File: src/rtl/mux_rr_n_1.sv
// mux_rr_n_1 -- N:1 multiplexer with one registered output stage.
//
// Selects one of N valid/ready input channels and registers its word into a
// single output slot. The grant is either an external select (MODE=0) or a
// round-robin search starting just after the last granted channel (MODE=1).
//
// Ports
//   clk        rising-edge clock
//   rst_n      synchronous active-low reset
//   in_data    N*WIDTH, channel i at [i*WIDTH +: WIDTH]
//   in_valid   N, per-channel valid
//   in_ready   N, per-channel accept (combinational, at most one bit set)
//   sel        SEL_W, channel select (MODE=0 only)
//   out_data   WIDTH, registered selected word
//   out_valid  out_data holds an unconsumed word
//   out_ready  downstream accept
//   out_ch     SEL_W, source channel of out_data

// Per-channel accept: a lane is ready only when it holds the grant and the
// output slot can take a word. Forced low during reset.
module mux_rr_lane #(
  parameter int IDX   = 0,
  parameter int SEL_W = 2
) (
  input  logic             rst_n,
  input  logic             load_en,
  input  logic             grant_vld,
  input  logic [SEL_W-1:0] grant_idx,
  output logic             ready
);
  assign ready = rst_n && load_en && grant_vld && (grant_idx == SEL_W'(IDX));
endmodule

module mux_rr_n_1 #(
  parameter  int WIDTH = 8,
  parameter  int N     = 4,
  parameter  int MODE  = 1,
  localparam int SEL_W = $clog2(N)
) (
  input  logic               clk,
  input  logic               rst_n,
  input  logic [N*WIDTH-1:0] in_data,
  input  logic [N-1:0]       in_valid,
  output logic [N-1:0]       in_ready,
  input  logic [SEL_W-1:0]   sel,
  output logic [WIDTH-1:0]   out_data,
  output logic               out_valid,
  input  logic               out_ready,
  output logic [SEL_W-1:0]   out_ch
);

  logic [N-1:0][WIDTH-1:0] lane_data;

  logic [WIDTH-1:0] out_data_q, out_data_d;
  logic [SEL_W-1:0] out_ch_q, out_ch_d;
  logic             out_valid_q, out_valid_d;
  logic [SEL_W-1:0] ptr_q, ptr_d;

  logic             load_en;
  logic             xfer_in;
  logic             grant_vld;
  logic [SEL_W-1:0] grant_idx;
  int               cand;

  for (genvar i = 0; i < N; i++) begin : g_lane
    assign lane_data[i] = in_data[i*WIDTH +: WIDTH];

    mux_rr_lane #(.IDX(i), .SEL_W(SEL_W)) u_lane (
      .rst_n     (rst_n),
      .load_en   (load_en),
      .grant_vld (grant_vld),
      .grant_idx (grant_idx),
      .ready     (in_ready[i])
    );
  end

  // Slot can take a word when empty or when its word leaves this cycle.
  assign load_en = !out_valid_q || out_ready;
  // A grant always points at a valid channel, so grant + load_en is a transfer.
  assign xfer_in = grant_vld && load_en;

  always_comb begin
    grant_vld = 1'b0;
    grant_idx = '0;
    cand      = 0;
    if (MODE == 0) begin
      // Out-of-range select (non power-of-2 N) grants nothing.
      if (int'(sel) < N && in_valid[sel]) begin
        grant_vld = 1'b1;
        grant_idx = sel;
      end
    end else begin
      // Search ptr+1, ptr+2, ... wrapping at N; ptr itself is checked last.
      for (int k = 1; k <= N; k++) begin
        cand = int'(ptr_q) + k;
        if (cand >= N) cand = cand - N;
        if (!grant_vld && in_valid[SEL_W'(cand)]) begin
          grant_vld = 1'b1;
          grant_idx = SEL_W'(cand);
        end
      end
    end
  end

  always_comb begin
    out_data_d  = out_data_q;
    out_ch_d    = out_ch_q;
    out_valid_d = out_valid_q;
    ptr_d       = ptr_q;
    if (xfer_in) begin
      out_data_d  = lane_data[grant_idx];
      out_ch_d    = grant_idx;
      out_valid_d = 1'b1;
      if (MODE != 0) ptr_d = grant_idx;
    end else if (load_en) begin
      // Drained (or already empty) with nothing new: data/ch keep last value.
      out_valid_d = 1'b0;
    end
  end

  always_ff @(posedge clk) begin
    if (!rst_n) begin
      out_data_q  <= '0;
      out_ch_q    <= '0;
      out_valid_q <= 1'b0;
      // Pointer at N-1 gives channel 0 first priority after reset.
      ptr_q       <= SEL_W'(N - 1);
    end else begin
      out_data_q  <= out_data_d;
      out_ch_q    <= out_ch_d;
      out_valid_q <= out_valid_d;
      ptr_q       <= ptr_d;
    end
  end

  assign out_data  = out_data_q;
  assign out_ch    = out_ch_q;
  assign out_valid = out_valid_q;

endmodule

File: config.mk
export PLATFORM = sky130hd
export DESIGN_NAME = mux_rr_n_1
export DESIGN_NICKNAME = d
export VERILOG_FILES = /design/src/rtl/mux_rr_n_1.sv
export SDC_FILE = /design/constraint.sdc
export NUM_CORES = 1
export LEC_CHECK = 0
export CAP_MARGIN = 20
export CELL_PAD_IN_SITES_DETAIL_PLACEMENT = 0
export CELL_PAD_IN_SITES_GLOBAL_PLACEMENT = 1
export CORE_MARGIN = 2
export CORE_UTILIZATION = 41
export DETAILED_ROUTE_END_ITERATION = 10
export DONT_BUFFER_PORTS = 1
export MAX_ROUTING_LAYER = met4
export PLACE_DENSITY = 0.74
export SYNTH_ARGS = -nofsm -noshare
export SYNTH_HDL_FRONTEND = slang
export SYNTH_SLANG_ARGS = --single-unit
File: constraint.sdc
create_clock -name clk -period 1.8 [get_ports clk]
set_clock_uncertainty 0.05 [all_clocks]
set_input_delay 0.18 -clock clk [delete_from_list [all_inputs] [get_ports clk]]
set_output_delay 0.18 -clock clk [all_outputs]
set_load 0.1 [all_outputs]
==> impl_summary.md <==
Power and ir drop
The worst-case IR drop observed on VDD is 0.000508 V. The static leakage power is 0.000524 uW. The power per cell area is 955 nW/um2.

Flow run
The total of max-cap violations is 0.

Timing
The top achievable clock speed is 560 MHz. Across all setup checks in the final design, the least slack found is 0.0138 ns. The final critical-path required period is 1.79 ns. In this run the tightest slew margin relative to its limit is 0.646.

In the finished design, the share of the clock period the worst path needs comes to 0.992. The pin slew with the least headroom to its limit is 0.526 ns. The final hold violation count is 0.

The count of final max-slew check failures is 0. Setup violations remaining at the end of the flow were counted as 0. Setup repair after global routing could not meet its margin everywhere.

Synthesis
Among all flip-flop cells after synthesis, the most frequent one is dfxtp_1. By area the synthesized netlist is led by dfxtp_1, mux2i_1, a221oi_1. The sequential-to-total area share from yosys stat is 0.309. In this run, distinct cell masters in the synthesized netlist total 26. In the synthesized netlist, the cells that appear most often are dfxtp_1, and3_1, o21ai_0. In this run, synthesis inferred 0 flip-flops with an integrated enable. The count of mapped cells out of synthesis is 100. The cell type contributing the most total cell area after synthesis is dfxtp_1. The library cell with the highest instance count after synthesis is dfxtp_1. The synthesized area is 842 um2. The area share of the largest cell type after synthesis is 0.309. The total number of yosys warnings is 0. The synthesized design contains 13 register bits.

The share of synthesized registers carrying an async set or reset is 0. The average instance in the mapped netlist occupies 8.42 um2. Counting every net in the synthesized netlist gives 141.

Placed design
Detailed placement finished with a half-perimeter wire length of 1700 um. Buffers placed on the I/O ports in this run total 0. The routability congestion estimate from global placement is 0.764. Once placement completed, the tool counted placed cells totaling 140. The post-placement worst setup slack is 0.0839 ns.

Floorplanning
The die is 49.3 um tall. The floorplan has 16 rows. The die area is 2430 um2. The core region area is 1940 um2.

The initial utilization of the core area, before any placement, comes to 0.434. 56 I/O pins were placed. The die is 49.3 um wide.

Clocking
The total clock buffers created by CTS is 3. The clock passes through at most 2 buffers. The root buffer cell is clkbuf_4.

In this run the number of H-tree levels came out at 1. CTS saw 13 sinks. The worst-skew pair later-pin latency is 0.27 ns.

The clock input transition at the sequential cells of the worst setup and hold paths is 0.08 ns. TritonCTS built the clock tree.

Critical path
In this run the register-to-register setup slack is 0.09 ns. The critical path is of the register to primary output type. STA classifies the critical path endpoint as a primary output. The endpoint identified for the worst register-to-register timing path is out_data[1]. For the worst flop-to-flop path, the logic depth is 7. The beginning of the worst register-to-register path is ptr_q[1]. The startpoint type of the worst setup path is a register. The data required time of the worst path is 1.57 ns. The largest fanout on the critical path is 6.

STA puts the critical path data arrival time at 1.56 ns.

GRT
After global routing the overflow that remains totals 0. The largest net degree at the start of global routing is 11. The global-route wire length before repair is 3910 um. The number of antenna violations at the first check in global routing is 0. The all-layer global routing usage is 0.212.

The number of global-route vias before repair is 870.

Cells and area
From synthesis to final layout, the design area changed by 43.5%. The count of nets after finishing is 166. The proportion of layout cells with a drive suffix above 1 is 0.387.

The number of antenna cells inserted is 0. For this run, the number of standard cells in the final layout without fillers is 151.

Min path
The startpoint identified for the worst hold timing path is rst_n. The path with the worst hold slack has its endpoint at out_data[1]. The min-delay analysis places its worst path in the category primary input to register. The hold-critical path depth is 2.

Route
The residual DRC count is 0. In this run the remaining antenna-violating nets after routing total 0. For this block, the initial DRC count from the detailed router was 15. Wires add up to 2510 um. Summing over every cut layer, the via total after detailed routing is 872. Dividing the detail-routed via count by the number of cells gives 5.77. The number of optimization iterations in the first detailed-route pass is 4. The detailed-route wire length per cell is 16.6 um.

Run status
The run finished with clean final reports.
how the worst max path moves through the flow:
stage	from	endpoint
CTS	ptr_q[1]	in_ready[3]
finish	ptr_q[1]	in_ready[2]
detailed placement	ptr_q[1]	out_data[5]
global placement	ptr_q[1]	out_data[5]
floorplan	out_valid	in_ready[0]
global route	ptr_q[1]	in_ready[3]
layout make-up:
| type | count | area, um2 |
|---|---|---|
| repair buffers | 29 | 275 |
| flip-flops and latches | 13 | 265 |
| well taps | 27 | 33.8 |
| multi-input cells | 76 | 601 |
| clock buffers | 4 | 26.3 |
| fillers | 185 | 733 |
| inverters | 2 | 7.51 |
kinds of logic (layout without fill, tap and decap cells):
| logic type | count (synthesis) | in the layout | share of synthesized area |
|---|---|---|---|
| compound gates | 38 | 38 | 0.321 |
| simple gates | 30 | 30 | 0.189 |
| flops | 13 | 13 | 0.309 |
| buf+inv | 11 | 35 | 0.0862 |
| mux | 8 | 8 | 0.0951 |
metal layers:
metal,share of wire,GRT usage,wire length [um],up-vias
met5,0,-,0,-
met4,0.0036,0.0238,9,0
met3,0.063,0.0736,157,2
met2,0.51,0.342,1280,35
met1,0.42,0.263,1060,410
li1,-,-,-,425
what timing repair did:
action / CTS / global route
resized for setup: 10 / 7
buffers inserted: 3 / 1
hold endpoints to repair: 10 / 1
pin swaps: 4 / 6
hold buffers: 2 / 1
endpoints found under the setup margin: 4 / 7
cell usage in the layout (no fill, tap or decap), types with 2 or more instances in the layout:
cell and instances:
and3_4 3, nand2_2 2, mux2i_1 8, nor2_2 2, o21ai_0 10, buf_12 4, and3_1 8, a221oi_1 8
a211oi_1 7, buf_4 22, nand3_2 2, a21boi_0 2, nor2b_1 2, nand2_1 7, inv_1 2, a21oi_1 2
dlygate4sd3_1 3, clkbuf_4 3, dfxtp_1 11
critical path, stage by stage (launching register included):
cell and delay, ns:
dfxtp_4 0.40, a21boi_4 0.07, o21bai_4 0.19, and3_4 0.23, nand2_2 0.06, nor2_2 0.15
buf_12 0.19
stage by stage:
| step | hold WS [ns] | area [um2] | TNS [ns] | power (uW) | util |
|---|---|---|---|---|---|
| after floorplan | 0.274 | 847 | 0 | 803 | - |
| after global placement | 0.196 | 1040 | 0 | 909 | 0.534 |
| after detailed placement | 0.197 | 1040 | 0 | 916 | 0.534 |
| after CTS | 0.00376 | 1160 | 0 | 1140 | 0.597 |
| after global routing | 0.0428 | 1210 | -0.121 | 1210 | 0.622 |
| final | 0.0338 | 1210 | 0 | 1150 | 0.622 |
state kept, by name, indices dropped and copies added (netlist names):
signal and count:
out_valid 1, out_data 8, out_ch 2, ptr_q 2
where the power goes:
group	internal, uW	switching [uW]
sequential	325	24.1
combinational	196	425
clock	85.7	98.2
Note: power is estimated with default switching activity, not from simulation.
